**src/rtl/muldiv_pkg.sv**
```systemverilog
// ---------------------------------------------------------------------------
// muldiv_pkg : shared types, width constant and op-class helpers for the
//              iterative RV32M multiply/divide unit
// Revision   : 1.0
// ---------------------------------------------------------------------------
`default_nettype none

package muldiv_pkg;

  localparam int XLEN = 32;

  typedef enum logic [2:0] {
    OP_MUL    = 3'b000,
    OP_MULH   = 3'b001,
    OP_MULHSU = 3'b010,
    OP_MULHU  = 3'b011,
    OP_DIV    = 3'b100,
    OP_DIVU   = 3'b101,
    OP_REM    = 3'b110,
    OP_REMU   = 3'b111
  } muldiv_op_t;

  typedef enum logic [1:0] {
    ST_IDLE = 2'd0,
    ST_CALC = 2'd1,
    ST_FIX  = 2'd2,
    ST_DONE = 2'd3
  } muldiv_state_t;

  function automatic logic is_div(input muldiv_op_t op);
    return op inside {OP_DIV, OP_DIVU, OP_REM, OP_REMU};
  endfunction

  function automatic logic is_rem(input muldiv_op_t op);
    return op inside {OP_REM, OP_REMU};
  endfunction

  function automatic logic a_signed(input muldiv_op_t op);
    return op inside {OP_MUL, OP_MULH, OP_MULHSU, OP_DIV, OP_REM};
  endfunction

  function automatic logic b_signed(input muldiv_op_t op);
    return op inside {OP_MUL, OP_MULH, OP_DIV, OP_REM};
  endfunction

  function automatic logic returns_high(input muldiv_op_t op);
    return op inside {OP_MULH, OP_MULHSU, OP_MULHU};
  endfunction

endpackage

`default_nettype wire

```
**src/rtl/alu_muldiv_if.sv**
```systemverilog
// ---------------------------------------------------------------------------
// alu_muldiv_if : start/done request bus between execute stage and muldiv unit
// Revision      : 1.0
// ---------------------------------------------------------------------------
`default_nettype none

interface alu_muldiv_if;
  import muldiv_pkg::*;

  logic            start;
  logic [2:0]      op;
  logic [XLEN-1:0] rd1;
  logic [XLEN-1:0] rd2;
  logic            busy;
  logic            done;
  logic [XLEN-1:0] result;

  modport master (output start, op, rd1, rd2, input busy, done, result);
  modport slave  (input start, op, rd1, rd2, output busy, done, result);

endinterface

`default_nettype wire

```
**src/rtl/alu_muldiv.sv**
```systemverilog
// ---------------------------------------------------------------------------
// alu_muldiv : 32-iteration shift-add multiplier / restoring divider (RV32M)
// Revision   : 1.0
// ---------------------------------------------------------------------------
`default_nettype none

module alu_muldiv
  import muldiv_pkg::*;
(
  input  logic         clk,
  input  logic         n_rst,
  alu_muldiv_if.slave  bus
);

  muldiv_state_t     state_q, state_d;
  logic [4:0]        cnt_q, cnt_d;
  muldiv_op_t        op_q, op_d;
  logic              neg_q, neg_d;    // negate product / quotient
  logic              rneg_q, rneg_d;  // negate remainder (dividend sign)
  logic [XLEN-1:0]   opnd_q, opnd_d;
  logic [2*XLEN-1:0] acc_q, acc_d;
  logic [XLEN-1:0]   result_q, result_d;

  muldiv_op_t        op_in;
  logic              a_neg, b_neg, accept, div0, sub;
  logic [XLEN-1:0]   a_mag, b_mag;
  logic [XLEN:0]     add_a, add_b;
  logic [XLEN+1:0]   add_sum;
  logic [2*XLEN-1:0] prod_fix;
  logic [XLEN-1:0]   quot_fix, rem_fix;

  assign op_in  = muldiv_op_t'(bus.op);
  assign a_neg  = a_signed(op_in) & bus.rd1[XLEN-1];
  assign b_neg  = b_signed(op_in) & bus.rd2[XLEN-1];
  assign a_mag  = a_neg ? -bus.rd1 : bus.rd1;
  assign b_mag  = b_neg ? -bus.rd2 : bus.rd2;
  assign accept = bus.start & ((state_q == ST_IDLE) | (state_q == ST_DONE));
  assign div0   = is_div(op_in) & (bus.rd2 == '0);

  // One adder serves both: product-high + multiplicand, or remainder - divisor.
  // For the subtract, carry-out high means the trial subtraction did not borrow.
  assign sub     = is_div(op_q);
  assign add_a   = sub ? acc_q[2*XLEN-1:XLEN-1] : {1'b0, acc_q[2*XLEN-1:XLEN]};
  assign add_b   = {1'b0, opnd_q};
  assign add_sum = {1'b0, add_a} + {1'b0, sub ? ~add_b : add_b}
                 + {{(XLEN+1){1'b0}}, sub};

  assign prod_fix = neg_q  ? -acc_q : acc_q;
  assign quot_fix = neg_q  ? -acc_q[XLEN-1:0] : acc_q[XLEN-1:0];
  assign rem_fix  = rneg_q ? -acc_q[2*XLEN-1:XLEN] : acc_q[2*XLEN-1:XLEN];

  always_comb begin
    state_d  = state_q;
    cnt_d    = cnt_q;
    op_d     = op_q;
    neg_d    = neg_q;
    rneg_d   = rneg_q;
    opnd_d   = opnd_q;
    acc_d    = acc_q;
    result_d = result_q;
    case (state_q)
      ST_CALC: begin
        cnt_d = cnt_q + 5'd1;
        if (sub) begin
          if (add_sum[XLEN+1])
            acc_d = {add_sum[XLEN-1:0], acc_q[XLEN-2:0], 1'b1};
          else
            acc_d = {acc_q[2*XLEN-2:0], 1'b0};
        end else begin
          if (acc_q[0])
            acc_d = {add_sum[XLEN:0], acc_q[XLEN-1:1]};
          else
            acc_d = {1'b0, acc_q[2*XLEN-1:1]};
        end
        if (cnt_q == 5'd31) state_d = ST_FIX;
      end
      ST_FIX: begin
        state_d = ST_DONE;
        if (is_div(op_q))
          result_d = is_rem(op_q) ? rem_fix : quot_fix;
        else
          result_d = returns_high(op_q) ? prod_fix[2*XLEN-1:XLEN] : prod_fix[XLEN-1:0];
      end
      default: begin
        if (accept) begin
          op_d  = op_in;
          cnt_d = 5'd0;
          neg_d = a_neg ^ b_neg;
          if (is_div(op_in)) begin
            rneg_d = a_neg;
            acc_d  = {{XLEN{1'b0}}, a_mag};
            opnd_d = b_mag;
          end else begin
            rneg_d = 1'b0;
            acc_d  = {{XLEN{1'b0}}, b_mag};
            opnd_d = a_mag;
          end
          if (div0) begin
            state_d  = ST_DONE;
            result_d = is_rem(op_in) ? bus.rd1 : {XLEN{1'b1}};
          end else begin
            state_d  = ST_CALC;
          end
        end else if (state_q == ST_DONE) begin
          state_d = ST_IDLE;
        end
      end
    endcase
  end

  always_ff @(posedge clk or negedge n_rst) begin
    if (!n_rst) begin
      state_q  <= ST_IDLE;
      cnt_q    <= '0;
      op_q     <= OP_MUL;
      neg_q    <= 1'b0;
      rneg_q   <= 1'b0;
      opnd_q   <= '0;
      acc_q    <= '0;
      result_q <= '0;
    end else begin
      state_q  <= state_d;
      cnt_q    <= cnt_d;
      op_q     <= op_d;
      neg_q    <= neg_d;
      rneg_q   <= rneg_d;
      opnd_q   <= opnd_d;
      acc_q    <= acc_d;
      result_q <= result_d;
    end
  end

  assign bus.busy   = (state_q == ST_CALC) | (state_q == ST_FIX);
  assign bus.done   = (state_q == ST_DONE);
  assign bus.result = result_q;

endmodule

`default_nettype wire

```
**src/flat_wrapper.sv**
```systemverilog
// flat-port wrapper written by rule: the top's interface ports become plain ports
module alu_muldiv_flat import muldiv_pkg::*;
  (clk, n_rst, bus_start, bus_op, bus_rd1, bus_rd2, bus_busy, bus_done, bus_result);
  alu_muldiv_if bus_i ();
  input  logic clk;
  input  logic n_rst;
  input wire logic [$bits(bus_i.start)-1:0] bus_start;
  input wire logic [$bits(bus_i.op)-1:0] bus_op;
  input wire logic [$bits(bus_i.rd1)-1:0] bus_rd1;
  input wire logic [$bits(bus_i.rd2)-1:0] bus_rd2;
  output wire logic [$bits(bus_i.busy)-1:0] bus_busy;
  output wire logic [$bits(bus_i.done)-1:0] bus_done;
  output wire logic [$bits(bus_i.result)-1:0] bus_result;
  assign bus_i.start = bus_start;
  assign bus_i.op = bus_op;
  assign bus_i.rd1 = bus_rd1;
  assign bus_i.rd2 = bus_rd2;
  assign bus_busy = bus_i.busy;
  assign bus_done = bus_i.done;
  assign bus_result = bus_i.result;
  alu_muldiv u_core (.clk(clk), .n_rst(n_rst), .bus(bus_i));
endmodule
```
**config.mk**
```make
export PLATFORM = sky130hd
export DESIGN_NAME = alu_muldiv_flat
export DESIGN_NICKNAME = d
export VERILOG_FILES = /design/src/rtl/muldiv_pkg.sv /design/src/rtl/alu_muldiv_if.sv /design/src/rtl/alu_muldiv.sv /design/src/flat_wrapper.sv
export SDC_FILE = /design/constraint.sdc
export NUM_CORES = 1
export LEC_CHECK = 0
export ABC_AREA = 1
export CAP_MARGIN = 0
export CORE_MARGIN = 4
export CORE_UTILIZATION = 35
export DETAILED_ROUTE_END_ITERATION = 10
export DONT_BUFFER_PORTS = 1
export GPL_TIMING_DRIVEN = 1
export PLACE_DENSITY = 0.6
export SKIP_LAST_GASP = 1
export SYNTH_ARGS = -nofsm -noshare
export SYNTH_HDL_FRONTEND = slang
export SYNTH_SLANG_ARGS = --single-unit
```
**constraint.sdc**
```tcl
create_clock -name clk -period 5.44 [get_ports clk]
set_input_delay 0.816 -clock clk [delete_from_list [all_inputs] [get_ports clk]]
set_output_delay 0.816 -clock clk [all_outputs]
set_load 0.01 [all_outputs]
```
==> out/metrics.cfg, run 1 <==
[clock_tree]
hold_buffers = 0
post_cts_buffers = 0
clock-sinks = 140
cts_tree = yes
cts_buffers = 17
cts.clk_slew.worst_paths_ns = 0.07
cts-root-buf = clkbuf_16
cts_max_path_buffers = 2
clock_latency_ns = 0.46
cts_resized = 0
htreeDepth = 4

[routing]
drc = 0
finalWirelength_mm = 75.9
via_per_inst = 5.76
wl_per_cell_um = 22.5
drt_first_pass_iters = 7
ant_nets = 0
drtIter0Drc = 2674
num_vias = 19400

[finish]
postLayoutCoreUtil = 0.379
diodes = 0
final_common_cell = nand2_1
fin_nets = 2866
syn_to_final_growth_pct = 6.41
stdcell_count = 3368
most-common-layout-cells = nand2_1 (951), nor2_1 (338), inv_1 (258)
drive_gt1_frac = 0.0462
n_fill_cell = 5135

[die]
initial_core_util = 0.356
dieArea_um2 = 50000
die_height_um = 224
fp-row-count = 78
core_area_um2 = 45700
io_pins = 104
die_x_um = 224

[global_route]
met2_usage = 0.458
grt_antenna_before_repair = 0
grtUsageMet3 = 0.0639
grt_usage = 0.294
grt_max_degree = 141
gr-total-overflow = 0
use_met1 = 0.387
top_usage_layer = met2
grt_pass1_wl_mm = 113
grt_pass1_vias = 18000

[placed_design]
place_inst = 3336
place_congestion = 1.06
place_ws_ns = 1.72
dpl.hpwl_mm = 60.6
io_buffer_count = 0

[synthesis]
synth_cells = 2838
post_synth.cell_area_avg_um2 = 5.73
syn_nets = 2949
synth_ff_type = dfrtp_1
mappedNetlistArea_um2 = 16300
yosysWarningCount = 0
synth_edf_count = 0
ys_ff_latch = 140
ys_seq_area_frac = 0.216
ys_async_sr_fraction = 1.00
yosysTopAreaCell = nand2_1
yosysTopAreaCellShare = 0.220
ys_types = 50
synth_area_leaders = nand2_1 (22%), dfrtp_1 (22%), nor2_1 (7.8%), nand3_1 (6.7%), a21oi_1 (6.3%)

[worst_setup_path]
required_ns = 5.75
cp_common_cell = nor2_1
end_kind = flip-flop
critPathKind = reg2reg
cp_num_buf_inv = 2
cp-start-kind = flip-flop
cp_max_fo = 58
crit_slowest_cell = dfrtp_4
critPathMaxStageDelay_ns = 0.66
crit_chain = inv_4 -> nor2_1 -> a21oi_1 -> ha_1 -> a21oi_1 -> o21ai_0 -> a21oi_1 -> nor2_1 -> nor2_1 -> nand2_4 -> inv_2 -> nor2_1 -> o21ai_1 -> o21ai_0
cp.arrival_ns = 4.16
cpLargestDelayFamily = compound AO/OA/AOI/OAI gates

[timing]
tightest_slew_ns = 1.18
hold_viol = 0
skew_ns = 0.0160
setup_viol = 0
fmax_mhz = 260
rsz0062_at_grt = no
layout_setup_ws_ns = 1.60
period_needed_ns = 3.84
tns_ns = 0
fin_crit_sh = 0.706
maxSlewViolCount = 0
maxSlewHeadroom = 0.212

[pwr]
seqPwrFrac = 0.170
combinationalPowerShare = 0.737
ir_drop_mv = 0.404
p_leak_nw = 8.29
swShare = 0.621
p_sw_w = 0.00872
clkPwrFrac = 0.094
power.density_nw_per_um2 = 812
p_int_w = 0.00533

[status]
status = complete, no violations

[flow_run]
drv_cap = 0

[hold_path]
hp-class = in2async

-- final timing paths --
| check | start | to | slack, ns | cells past startpoint |
|---|---|---|---|---|
| max in group asynchronous | n_rst | u_core.bus.result[17] | 4.94 | 0 |
| min | n_rst | u_core.acc_q[62] | 0.06 | 0 |
| min in group clk | bus_op[0] | u_core.op_q[0] | 0.47 | 2 |
| max reg2reg | u_core.op_q[2] | u_core.acc_q[32] | 1.60 | 14 |
| max | u_core.op_q[2] | u_core.acc_q[32] | 1.60 | 14 |
| min reg2reg | u_core.cnt_q[0] | u_core.cnt_q[0] | 0.50 | 1 |
-- area by class of cell --
class / count / area [um2] / share of cell area
multi-input cells: 2302 / 11200 / 0.648
inverters: 271 / 1020 / 0.0590
clock inverters: 12 / 184 / 0.0106
well taps: 600 / 751 / 0.0434
flip-flops and latches: 140 / 3510 / 0.203
clock buffers: 20 / 457 / 0.0264
repair buffers: 23 / 173 / 0.00998
-- power groups by stage --
stage               sequential, W  clock (W)  combinational [W]
floorplan                 0.00190          0            0.00730
global placement          0.00237          0            0.00996
detailed placement        0.00237          0             0.0100
CTS                       0.00235    0.00132             0.0101
global route              0.00243    0.00136             0.0114
finish                    0.00238    0.00132             0.0104
-- cells by family after synthesis --
group | after synthesis | synth area share
buffers and inverters | 396 | 0.0958
DFF | 140 | 0.216
xor gates and xnor gates | 108 | 0.0582
and+or+nand+nor | 1636 | 0.418
AOI/OAI and AO/OA | 517 | 0.180
adders and majority gates | 41 | 0.0320
-- metal layers --
layer  share of wire  up-vias
met5               0        -
met4           0.058        0
met3           0.096      178
met2            0.44     1022
met1            0.41     9126
li1                -     9060
-- Yosys cell counts, drive strengths merged, types with 31 or more instances --
cell type  number
nand4          31
a21oi         231
nand2         960
xor2          108
o21ai         185
inv           265
buf            46
o211ai         45
nand3         226
ha             40
clkbuf         79
dfrtp         140
nor2          353
-- flip-flops by register name, summed over array words and instances (netlist names) --
register / flops
u_core.acc_q: 64
u_core.bus.result: 32
u_core.opnd_q: 32
u_core.cnt_q: 5
u_core.op_q: 3
u_core.state_q: 2
u_core.neg_q: 1
u_core.rneg_q: 1
-- through the flow --
step                power, W  hold WS [ns]  cell area, um2
floorplan            0.00920         0.450           16300
global placement      0.0123         0.473           16700
detailed placement    0.0124         0.492           16700
CTS                   0.0138        0.0444           17300
global route          0.0152        0.0474           17300
finish                0.0141        0.0626           17300
Power figures use the tool's default switching activity.
==> inputs of run 2 (changes only) <==
==> constraint.sdc (replaced) <==
create_clock -name clk -period 3.9 [get_ports clk]
set_input_delay 0.585 -clock clk [delete_from_list [all_inputs] [get_ports clk]]
set_output_delay 0.585 -clock clk [all_outputs]
set_load 0.01 [all_outputs]
==> run 2 against run 1 <==
Setup slack worse by 1.2 ns. Total power up 44%. Fmax is 10% higher. First-iteration DRC count shrank 13%. Die area stayed put.
==> out/metrics.cfg, run 2 (synthesis results as in run 1) <==
[timing]
tightest_slew_ns = 0.995
skew_ns = 0.0155
maxSlewViolCount = 0
setup_viol = 0
hold_viol = 0
holdWs_ns = 0.0568
tns_ns = 0
rsz0062_at_grt = no
maxSlewHeadroom = 0.329
period_needed_ns = 3.48
fin_crit_sh = 0.893
fmax_mhz = 287

[routing]
num_vias = 19400
ant_nets = 0
finalWirelength_mm = 77.1
drc = 0
wl_per_cell_um = 22.6
drt_first_pass_iters = 7
via_per_inst = 5.67
drtIter0Drc = 2318

[finish]
top_register = u_core.acc_q
drive_gt1_frac = 0.0628
largest_reg_flops = 64
final_common_cell = nand2_1
most-common-layout-cells = nand2_1 (951), nor2_1 (339), inv_1 (258)
fin_nets = 2916
syn_to_final_growth_pct = 9.15

[clock_tree]
clock-sinks = 140
clock_latency_ns = 0.48
cts_buffers = 17
cts.clk_slew.worst_paths_ns = 0.07
cts_tree = yes
cts_max_path_buffers = 2
cts-root-buf = clkbuf_16
htreeDepth = 4

[worst_setup_path]
required_ns = 4.30
startpoint = u_core.op_q[2]
cp-start-kind = flip-flop
r2r_start = u_core.op_q[2]
end_kind = flip-flop
r2r_slack_ns = 0.42
rr_worst_depth = 15
critPathKind = reg2reg
cp_max_fo = 29
cp.arrival_ns = 3.88

[die]
initial_core_util = 0.356
core_area_um2 = 45700
dieArea_um2 = 50000
die_height_um = 224
io_pins = 104
die_x_um = 224
fp-row-count = 78

[global_route]
grt_pass1_vias = 18300
grt_antenna_before_repair = 2
grt_pass1_wl_mm = 115
grt_usage = 0.303
grt_max_degree = 141
gr-total-overflow = 0

[pwr]
ir_drop_mv = 0.498
power.density_nw_per_um2 = 1140
p_sw_w = 0.0123
combinationalPowerShare = 0.748
p_int_w = 0.00789
clkPwrFrac = 0.094
p_leak_nw = 8.57
swShare = 0.609
seqPwrFrac = 0.158

[hold_path]
hp-class = in2async

[flow_run]
drv_cap = 0

[placed_design]
io_buffer_count = 0
dpl.hpwl_mm = 62.3
place_congestion = 1.05

[status]
status = complete, no violations

run 2: cell types whose count changed in the layout (fill, tap and decap cells not counted):
cell        before  now
buf_4           23   70
buf_12           0    2
buf_16           0    1
bufinv_16        4    5
clkinvlp_4       2    1
diode_2          0    1
inv_6            3    2
inv_8            0    1
nor2_1         338  339
nor2_2          11   10
run 2: timing repair:
action / in CTS / in global routing
setup buffers: 0 / 0
resized for setup: 0 / 0
hold buffers: 1 / 0
endpoints found under the hold margin: 140 / 0
run 2: final cells by class:
class / instances / area [um2]
tap: 600 / 751
clock inverter: 12 / 209
clock buffer: 20 / 457
timing repair buffer: 73 / 593
sequential: 140 / 3510
antenna: 1 / 2.50
fill: 5168 / 27900
inverter: 271 / 1020
multi-input combinational: 2302 / 11200
run 2: layer usage:
layer	track usage	part of all wire
met1	0.400	0.41
met2	0.472	0.44
met3	0.0593	0.089
met4	0.152	0.057
met5	0	0.00017
run 2: path summary, 6_finish.rpt:
path,to
max in group asynchronous,u_core.op_q[2]
setup / recovery,u_core.acc_q[48]
setup reg to reg,u_core.acc_q[48]
hold reg to reg,u_core.op_q[0]
hold / removal,u_core.acc_q[62]
min in group clk,u_core.op_q[0]
run 2: power groups by stage:
stage | Clock, W | Combinational (W) | Sequential (W)
global route | 0.00199 | 0.0166 | 0.00322
floorplan | 0 | 0.0102 | 0.00265
global placement | 0 | 0.0147 | 0.00316
finish | 0.00190 | 0.0151 | 0.00318
detailed placement | 0 | 0.0147 | 0.00316
CTS | 0.00194 | 0.0148 | 0.00314
run 2: per-stage QoR:
stage | std cells | setup slack [ns] | cell area, um2 | util | total power (W)
after detailed placement | 3385 | 0.488 | 17000 | 0.373 | 0.0179
after global placement | 3385 | 0.518 | 17000 | 0.373 | 0.0178
final | 3419 | 0.418 | 17700 | 0.388 | 0.0202
after global routing | 3418 | 0.128 | 17700 | 0.388 | 0.0219
after CTS | 3418 | 0.455 | 17700 | 0.388 | 0.0199
after floorplan | 2838 | 0.853 | 16300 | - | 0.0128
run 2: critical path, cell delays in order (launching register included):
cell	delay [ns]
dfrtp_4	0.57
inv_4	0.25
buf_12	0.22
nor2_1	0.07
a21oi_1	0.25
ha_1	0.35
a21oi_1	0.19
o21ai_0	0.17
a21oi_1	0.19
nor2_1	0.06
nor2_1	0.20
nand2_4	0.23
buf_4	0.28
o21ai_0	0.19
nand3_1	0.09
nand2_1	0.07
==> inputs of run 3 (changes only) <==
--- a/config.mk
+++ b/config.mk
@@ -7,7 +7,7 @@
 export LEC_CHECK = 0
 export ABC_AREA = 1
 export CAP_MARGIN = 0
-export CORE_MARGIN = 4
+export CORE_MARGIN = 5
 export CORE_UTILIZATION = 35
 export DETAILED_ROUTE_END_ITERATION = 10
 export DONT_BUFFER_PORTS = 1
==> run 3 against run 2 <==
Combinational power hardly changed. Wire length grew 2.1%. Critical path depth is 3 lower. Count of clock-buffer cells in the layout up 1. Non-clock buffer count decreased by 12. Global-route usage is essentially flat. Highest routed layer unchanged.
==> out/metrics.cfg, run 3 (synthesis results as in run 1) <==
[timing]
setup_viol = 0
fmax_mhz = 290
hold_viol = 0
maxSlewViolCount = 0
maxSlewHeadroom = 0.440
tightest_slew_ns = 0.840
rsz0062_at_grt = no
tns_ns = 0
fin_crit_sh = 0.883
skew_ns = 0.0145
period_needed_ns = 3.44

[finish]
final_common_cell = nand2_1
most-common-layout-cells = nand2_1 (951), nor2_1 (339), inv_1 (258)
fin_area_um2 = 17600
stdcell_count = 3413
fin_nets = 2904
largest_reg_flops = 64
syn_to_final_growth_pct = 8.40
top_register = u_core.acc_q
drive_gt1_frac = 0.0578

[placed_design]
dpl_cell_area_um2 = 17000
place_inst = 3380
place_congestion = 1.04
io_buffer_count = 0
dpl.hpwl_mm = 63.2

[die]
die_x_um = 226
fp-row-count = 79
core_area_um2 = 46300
initial_core_util = 0.351
io_pins = 104
die_height_um = 226
dieArea_um2 = 50900

[routing]
drt_first_pass_iters = 6
finalWirelength_mm = 78.8
drc = 0
wl_per_cell_um = 23.1
num_vias = 19200
via_per_inst = 5.63
ant_nets = 0
drtIter0Drc = 2086

[worst_setup_path]
critPathMaxStageDelay_ns = 0.52
r2r_start = u_core.op_q[2]
required_ns = 4.22
cp-start-kind = flip-flop
crit_slowest_cell = dfrtp_4
cp_max_fo = 50
crit_chain = buf_12 -> o21ai_0 -> ha_1 -> nand2_1 -> o21ai_0 -> a21oi_1 -> nand3_2 -> nand2_2 -> nand2_4 -> buf_4 -> o21ai_0 -> o221ai_1
cp.arrival_ns = 3.76
rr_worst_depth = 12
startpoint = u_core.op_q[2]
cp_common_cell = o21ai_0
critPathKind = reg2reg
timing.rr.end = u_core.acc_q[0]
end_kind = flip-flop
r2r_slack_ns = 0.46
crit_end = u_core.acc_q[0]

[clock_tree]
hold_buffers = 1
post_cts_buffers = 0
cts_resized = 0
htreeDepth = 4
cts-root-buf = clkbuf_16
clock-sinks = 140
cts_max_path_buffers = 2
cts.clk_slew.worst_paths_ns = 0.07
cts_tree = yes
clock_latency_ns = 0.46
cts_buffers = 17

[pwr]
power_w = 0.0200
p_leak_nw = 8.48
power.density_nw_per_um2 = 1130
ir_drop_mv = 0.452

[global_route]
gr-total-overflow = 0
grt_pass1_vias = 18100
grt_pass1_wl_mm = 116
grt_usage = 0.302
grt_max_degree = 141
grt_antenna_before_repair = 1

[hold_path]
hp-class = in2async

[status]
status = complete, no violations

[flow_run]
drv_cap = 0

==> run 3: how the worst min path moves through the flow <==
stage	end	startpoint	slack, ns
2_1_floorplan	u_core.acc_q[0]	n_rst	0.29
3_3_place_gp	u_core.acc_q[62]	n_rst	0.30
3_5_place_dp	u_core.acc_q[62]	n_rst	0.30
4_1_cts	u_core.acc_q[62]	n_rst	0.13
5_1_grt	u_core.acc_q[62]	n_rst	0.14
6_report	u_core.acc_q[62]	n_rst	0.09
==> run 3: metrics by stage <==
step	setup WS, ns	hold slack (ns)	util
floorplan	0.853	0.289	-
global placement	0.613	0.301	0.367
detailed placement	0.575	0.302	0.367
CTS	0.523	0.133	0.381
global route	0.179	0.142	0.381
finish	0.455	0.0896	0.381
==> run 3: critical path, delay by kind of cell, from the launching register on <==
| family | cells | cell delay [ns] |
|---|---|---|
| compound gates | 5 | 1.25 |
| simple gates | 4 | 0.64 |
| flops | 1 | 0.52 |
| buf+inv | 2 | 0.47 |
| fa+ha+maj | 1 | 0.37 |
==> run 3: area by class of cell <==
| cell class | count | area (um2) |
|---|---|---|
| fillers | 5194 | 28600 |
| multi-input cells | 2302 | 11200 |
| flip-flops and latches | 140 | 3510 |
| inverters | 271 | 1020 |
| well taps | 607 | 759 |
| repair buffers | 61 | 503 |
| clock buffers | 21 | 460 |
| clock inverters | 9 | 161 |
| diodes | 2 | 5.00 |
==> run 3: report_power, final <==
| group | switching [W] | internal, W | total, W |
|---|---|---|---|
| clock | 0.000700 | 0.00110 | 0.00180 |
| combinational | 0.0105 | 0.00446 | 0.0149 |
| sequential | 0.00112 | 0.00213 | 0.00325 |
==> run 3: metal layers <==
metal / vias to the layer above / GRT usage / share of wire
met1: 8961 / 0.397 / 0.41
li1: 9123 / - / -
met2: 967 / 0.475 / 0.44
met5: - / 0 / 0.00020
met3: 166 / 0.0628 / 0.088
met4: 2 / 0.143 / 0.054
